--- src/rtl/lfsr_gen.sv ---
// Parametrised LFSR with runtime Fibonacci/Galois selection, seed load,
// all-zero lock-up recovery, step counting and period-wrap detection.
module lfsr_gen #(
   parameter int unsigned      WIDTH    = 16,
   parameter logic [WIDTH-1:0] FIB_TAPS = 16'hB400,
   parameter logic [WIDTH-1:0] GAL_MASK = 16'h002D,
   parameter logic [WIDTH-1:0] SEED     = 16'hACE1
) (
   input  logic             clk,
   input  logic             rst,
   input  logic             en,
   input  logic             galois,
   input  logic             load,
   input  logic [WIDTH-1:0] seed_in,
   output logic [WIDTH-1:0] state,
   output logic             bit_out,
   output logic [WIDTH-1:0] step_cnt,
   output logic             wrap,
   output logic             lockup
);

   // Control semantics: load and en are level requests sampled on each rising
   // edge, no handshake back. load beats lock-up recovery, which beats en;
   // with neither asserted every register holds and both pulses drop.

   logic [WIDTH-1:0] ref_seed;
   logic [WIDTH-1:0] fib_next;
   logic [WIDTH-1:0] gal_next;
   logic [WIDTH-1:0] step_next;
   logic             fib_fb;
   logic             is_zero;

   localparam logic [WIDTH-1:0] CNT_ONE = {{(WIDTH-1){1'b0}}, 1'b1};

   always_comb begin
      fib_fb    = ^(state & FIB_TAPS);
      fib_next  = {state[WIDTH-2:0], fib_fb};
      gal_next  = {state[WIDTH-2:0], 1'b0} ^ (state[WIDTH-1] ? GAL_MASK : '0);
      step_next = galois ? gal_next : fib_next;
      is_zero   = (state == '0);
   end

   always_ff @(posedge clk or negedge rst) begin
      if (!rst) begin
         state    <= SEED;
         ref_seed <= SEED;
         step_cnt <= '0;
         wrap     <= 1'b0;
         lockup   <= 1'b0;
      end else if (load) begin
         state    <= seed_in;
         ref_seed <= seed_in;
         step_cnt <= '0;
         wrap     <= 1'b0;
         lockup   <= 1'b0;
      end else if (en && is_zero) begin
         // An all-zero register never leaves zero; restart from the fixed seed.
         state    <= SEED;
         ref_seed <= SEED;
         step_cnt <= '0;
         wrap     <= 1'b0;
         lockup   <= 1'b1;
      end else if (en) begin
         state    <= step_next;
         step_cnt <= step_cnt + CNT_ONE;
         wrap     <= (step_next == ref_seed);
         lockup   <= 1'b0;
      end else begin
         wrap     <= 1'b0;
         lockup   <= 1'b0;
      end
   end

   assign bit_out = state[WIDTH-1];

endmodule

--- config.mk ---
export PLATFORM = sky130hd
export DESIGN_NAME = lfsr_gen
export DESIGN_NICKNAME = d
export VERILOG_FILES = /design/src/rtl/lfsr_gen.sv
export SDC_FILE = /design/constraint.sdc
export NUM_CORES = 1
export LEC_CHECK = 0
export CORE_MARGIN = 2
export CORE_UTILIZATION = 35
export DETAILED_ROUTE_END_ITERATION = 10
export SLEW_MARGIN = 25
export SYNTH_ARGS = -nofsm -noshare
export SYNTH_HDL_FRONTEND = slang
export SYNTH_SLANG_ARGS = --single-unit
export TNS_END_PERCENT = 20
--- constraint.sdc ---
create_clock -name clk -period 2.26 [get_ports clk]
set_clock_uncertainty 0.15 [all_clocks]
set_input_delay 0.226 -clock clk [delete_from_list [all_inputs] [get_ports clk]]
set_output_delay 0.226 -clock clk [all_outputs]
set_load 0.02 [all_outputs]
==> metrics.cfg <==
[logic_synthesis]
synth_top_flop_cell=dfrtp_1
synth.area.mux_share_pct=2.63
netlist_area_mm2=0.00266
synth.ff_latch_count=50
postSynthAreaPerCell_um2=10.4
synthSimpleGateAreaFrac_pct=17.7
synthCells=256
synthAdderAreaFrac_pct=0.940
synth_nets=279
synth_compound_area_share_pct=17.9
synthXorXnorAreaFrac_pct=8.22
yosysWarnings=0
synth_edf_count=0
synth_top_family_by_area=compound AO/OA/AOI/OAI gates
synth_cell_types=45
yosysSeqAreaShare_pct=47.7
ys_async_sr_fraction_pct=100

[cells_and_area]
regArea_mm2=0.00127
insertedDiodeCount=0
multiInputGateArea_mm2=0.00126
syn_to_final_growth_pct=34.0
n_fill_cell=702
layout.cells.non_filler=433
drive_gt1_share_pct=18.6
final_nets=356
fin_area_mm2=0.00357

[run]
maxCapViolCount=0

[setup_path]
setup.worst_path.class=register to register
cp-start-kind=register
cp_max_fo=5
cp.required_ns=2.33
endpoint_kind=register
cp.arrival_ns=2.25

[pwr]
intPower_mw=1.50
power_frac_seq_pct=49.1
vdd_drop_max_v=0.000287
clockPowerShare_pct=25.2
p_sw_share_pct=28.7
netSwitchingPower_uw=604
p_leak_nw=1.46
power_frac_comb_pct=25.7
power_density_mw_per_mm2=589
total_power_mw=2.10

[drt]
vias_per_cell=5.14
avgRoutedWirePerCell_um=15.8
drc=0
drtPass1Iterations=4
finalWirelength_um=6850
ant_nets=0
vias=2227
drtIter0Drc=100

[clock_tree]
cts_root_buffer=clkbuf_8
clkTransAtPathRegs_ns=0.09
cts.sinks=50
cts_buffers=5
cts_tree=done
clock_latency_ns=0.30
htree_levels=2
cts_buffer_depth=2

[timing]
rsz0062_at_grt=true
fmax_mhz=459
slew_headroom_pct=63.3
setup_viol=0
drv_slew=0
hold_viol_final=0
period_share_pct=96.3
tightest_slew_ns=0.551
fin_crit_ns=2.18

[floorplanning]
die_height_um=91.2
fp-row-count=31
die_area_mm2=0.00832
fp.coreArea_mm2=0.00729
io_pins=56
start_util_pct=36.5
die_x_um=91.2

[placement]
dpl-instance-area_mm2=0.00345
io_buffers=55
gp_congestion=0.828
dp.cells=422
place.detailed.hpwl_um=4960

[global_routing]
grt.total_usage_pct=17.1
grt_start_max_net_pins=29
antenna_found_initial=0
grt_pass1_vias=2249
grt_pass1_wl_um=11400
grt_overflow=0

[run_status]
status=completed

[min_path]
min_path_type=input pin to asynchronous set/reset pin

stage by stage:
step	setup WS, ns	hold slack, ns	setup TNS [ns]	utilization (%)
finish	0.0826	0.295	0	48.9
global route	-0.0297	0.336	-0.0864	48.9
CTS	0.0190	0.300	0	48.6
detailed placement	-0.105	0.0975	-0.679	47.3
global placement	-0.0642	0.0921	-0.442	47.3
floorplan	-0.000259	-0.220	-0.000259	-
kinds of logic after synthesis:
family | Yosys count
and+or+nand+nor | 83
muxes | 7
adders and majority gates | 2
xor gates and xnor gates | 25
AOI/OAI and AO/OA | 63
buffers and inverters | 26
DFF | 50
area by class of cell:
class	instances	share of cell area, %
clock buffers	8	2.52
multi-input cells	180	35.3
inverters	11	1.16
well taps	99	3.47
repair buffers	85	21.9
flip-flops and latches	50	35.6
registers in the layout (all words and copies together), names as in the netlist:
| signal | cells |
|---|---|
| lockup | 1 |
| ref_seed | 16 |
| step_cnt | 16 |
| wrap | 1 |
| state | 16 |
cell usage after synthesis, drive strengths merged (3+ instances only):
| cell | number | area [um^2] |
|---|---|---|
| and4 | 5 | 43.8 |
| buf | 8 | 62.6 |
| clkbuf | 7 | 26.3 |
| dfrtp | 34 | 851 |
| dfstp | 16 | 420 |
| inv | 11 | 41.3 |
| mux2i | 7 | 70.1 |
| nand2 | 24 | 90.1 |
| nand3 | 6 | 30.0 |
| nand4 | 10 | 62.6 |
| nor2 | 11 | 41.3 |
| nor3 | 8 | 40.0 |
| nor4 | 5 | 46.3 |
| o21a | 7 | 52.6 |
| o21ai | 23 | 115 |
| o22a | 12 | 105 |
| o22ai | 7 | 43.8 |
| o311ai | 3 | 26.3 |
| or4 | 3 | 26.3 |
| xnor2 | 20 | 175 |
| xor2 | 5 | 43.8 |
worst paths after layout:
| path | startpoint | endpoint | slack [ns] | cells past startpoint |
|---|---|---|---|---|
| max in group asynchronous | rst | state[11] | 0.96 | 3 |
| min in group clk | seed_in[10] | state[10] | 0.33 | 3 |
| min | rst | ref_seed[1] | 0.29 | 2 |
| max reg2reg | state[12] | state[7] | 0.08 | 7 |
| max | state[12] | state[7] | 0.08 | 7 |
| min reg2reg | ref_seed[14] | ref_seed[14] | 0.39 | 1 |
power groups by stage:
stage                     logic [mW]  clock network (mW)  registers [mW]
after floorplan                0.227                   0            1.11
after global placement         0.533                   0            1.05
after detailed placement       0.536                   0            1.05
after CTS                      0.540               0.557            1.03
after global routing           0.587               0.595            1.04
final                          0.541               0.530            1.03
worst max-delay path, cell delays in order (launching register included):
cell     delay (ns)
dfrtp_1        0.38
inv_1          0.07
ha_1           0.14
or4b_4         0.53
o41ai_4        0.38
buf_6          0.18
o22ai_1        0.07
o21ai_1        0.21
layer usage:
layer  GRT usage [%]  vias to the layer above  wire length [um]  share of wire, %
li1                -                     1092                 -                 -
met1            24.5                     1080              3370                49
met2            26.9                       51              3180                46
met3            2.82                        4               244               3.6
met4            4.80                        0                56              0.82
met5               0                        -                 0                 0
timing repair:
| action | CTS | global route |
|---|---|---|
| endpoints found under the hold margin | 12 | 0 |
| buffers inserted | 0 | 1 |
| resized for setup | 0 | 3 |
| hold buffers | 1 | 0 |
| setup endpoints to repair | 0 | 32 |
layout by cell type (no fill, tap or decap), drive strengths merged, types with 6 or more instances in the layout:
cell	netlist	layout
nand3	6	6
dfrtp	34	34
nand4	10	10
nor2	11	11
buf	8	30
o21a	7	7
nand2	24	24
o22ai	7	7
o22a	12	12
clkbuf	7	8
mux2i	7	7
nor3	8	8
clkdlybuf4s50	0	54
inv	11	11
xnor2	20	20
o21ai	23	23
dfstp	16	16
Power figures use the tool's default switching activity.
==> RTL edit (config.mk and constraints unchanged) <==
Reset style: synchronous (`rst`), changed in one clocked block.
--- a/src/rtl/lfsr_gen.sv
+++ b/src/rtl/lfsr_gen.sv
@@ -42,3 +42,3 @@
 
-   always_ff @(posedge clk or negedge rst) begin
+   always_ff @(posedge clk) begin
       if (!rst) begin
Function: differs if rst is asserted again (counterexample within 4 cycles, from zero or initial values and one cycle with rst low); with rst held inactive, the same outputs for 4 cycles.
==> RTL edit against the original RTL <==
Final area fell by 9.5%; combinational power fell by 32%; core utilization rose by 1.3 points; synthesized area fell by 12%; total power fell by 12%; wire length fell by 12%; critical path depth did not move; sequential cell count did not move; worst setup slack improved by 99 ps; largest cell class is now multi-input gates.
==> RTL edit: results <==
[synthesis]
synth_ff_type = dfxtp_1
synth_xor_area_share_pct = 12.3
ys_top_cells_by_area = dfxtp_1 43%, xor2_1 7.8%, nand2_1 4.6%, xnor2_1 4.5%, o21ai_0 3.4%
synth_fa_ha_area_share_pct = 1.06
synth.net_count = 282
synth_compound_area_share_pct = 18.6
async_flop_share_pct = 0
synth-seq-area-share_pct = 42.5
synth_cell_types = 40
synthMuxAreaShare_pct = 0.851
netlist_top_cells_count = 50 x dfxtp_1, 29 x nand2_1, 21 x xor2_1
ys_warn_count = 0
syn_inst = 259

[cts]
cts_resized = 0
h-tree-depth = 2
root_buffer = clkbuf_8
cts_post_setup_buffers_inserted = 0
cts_buffers = 5

[grt]
grt_pass1_vias = 2121
antenna_found_initial = 0
grt_pass1_wl_um = 9940
grt_start_max_net_pins = 33
grt_util_all_layers_pct = 16.9

[routing]
wirelength_um = 6050
drt_iter0_markers = 98
viasPerCell = 5.16
wl_per_cell_um = 14.7

[finish]
largestRegisters = ref_seed: 16 flops, state: 16 flops, step_cnt: 16 flops
layout-drive-gt1-share_pct = 10.7
final_nets = 357

[worst_setup_path]
reg2reg_slack_ps = 180
reg2regPathDepth = 7
crit_path_top_delay_cell = or4b_4
cp_data_arrival_time_ps = 2150
r2r_start = state[12]
critPathTopFamily = simple AND/OR/NAND/NOR gates
crit_fanout = 7
max_stage_delay_ps = 530
rr_endpoint = state[5]

[status]
status = completed

[power_and_ir_drop]
power_switching_mw = 0.497
p_leak_nw = 1.20
ir_drop_mv = 0.240

[min_path]
worstHoldStart = ref_seed[2]
min_path_type = register to register

[placed_design]
dp_slack_ps = -128
placedCellCount = 403
hpwlAfterDp_um = 4430
place.gp.congestion = 0.779
port_buffers = 55

[sta]
max_slew_margin_pct = 77.0
hold_ws_ps = 330
RTL edit: cell count changes after synthesis, sizes merged, moves of 7 or more:
cell    before  now
nor2        11   20
o211ai       0    7
dfstp       16    0
o22a        12    0
inv         11    4
dfrtp       34    0
xnor2       20   12
dfxtp        0   50
o21a         7    0
a22o         1    8
xor2         5   21
RTL edit: cells by family after synthesis:
family	count (synthesis)
xor gates and xnor gates	33
AOI/OAI and AO/OA	58
DFF	50
buffers and inverters	16
adders and majority gates	2
muxes	2
and+or+nand+nor	98
RTL edit: how the worst max path moves through the flow:
stage	from	end	slack (ps)
floorplan	state[12]	state[8]	40
global placement	en	ref_seed[12]	-130
detailed placement	en	ref_seed[12]	-130
CTS	state[12]	ref_seed[14]	100
global route	state[13]	state[15]	70
finish	state[12]	state[5]	180
RTL edit: through the flow:
stage	area, µm²	setup TNS, ps	utilization [%]
finish	3230	0	50.3
global route	3230	0	50.3
CTS	3220	0	50.1
detailed placement	3130	-1320	48.7
global placement	3130	-1360	48.7
floorplan	2360	0	-
RTL edit: cell type report:
type / instances / area [µm²]
tap: 77 / 96.3
inverter: 4 / 15.0
multi-input combinational: 194 / 1290
timing repair buffer: 79 / 731
clock buffer: 7 / 86.3
clock inverter: 1 / 5.00
fill: 652 / 3190
sequential: 50 / 1000
RTL edit: metal layers:
layer	track usage [%]	vias to the layer above	share of wire (%)
met4	5.77	0	1.7
met3	3.18	11	4.8
met1	21.5	979	45
li1	-	1075	-
met2	28.8	60	48
met5	0	-	0
RTL edit: power groups by stage:
stage / Sequential (mW) / Combinational, mW / Clock, mW
CTS: 0.954 / 0.369 / 0.548
global placement: 0.974 / 0.365 / 0
floorplan: 1.01 / 0.163 / 0
finish: 0.953 / 0.367 / 0.529
global route: 0.959 / 0.403 / 0.582
detailed placement: 0.973 / 0.367 / 0
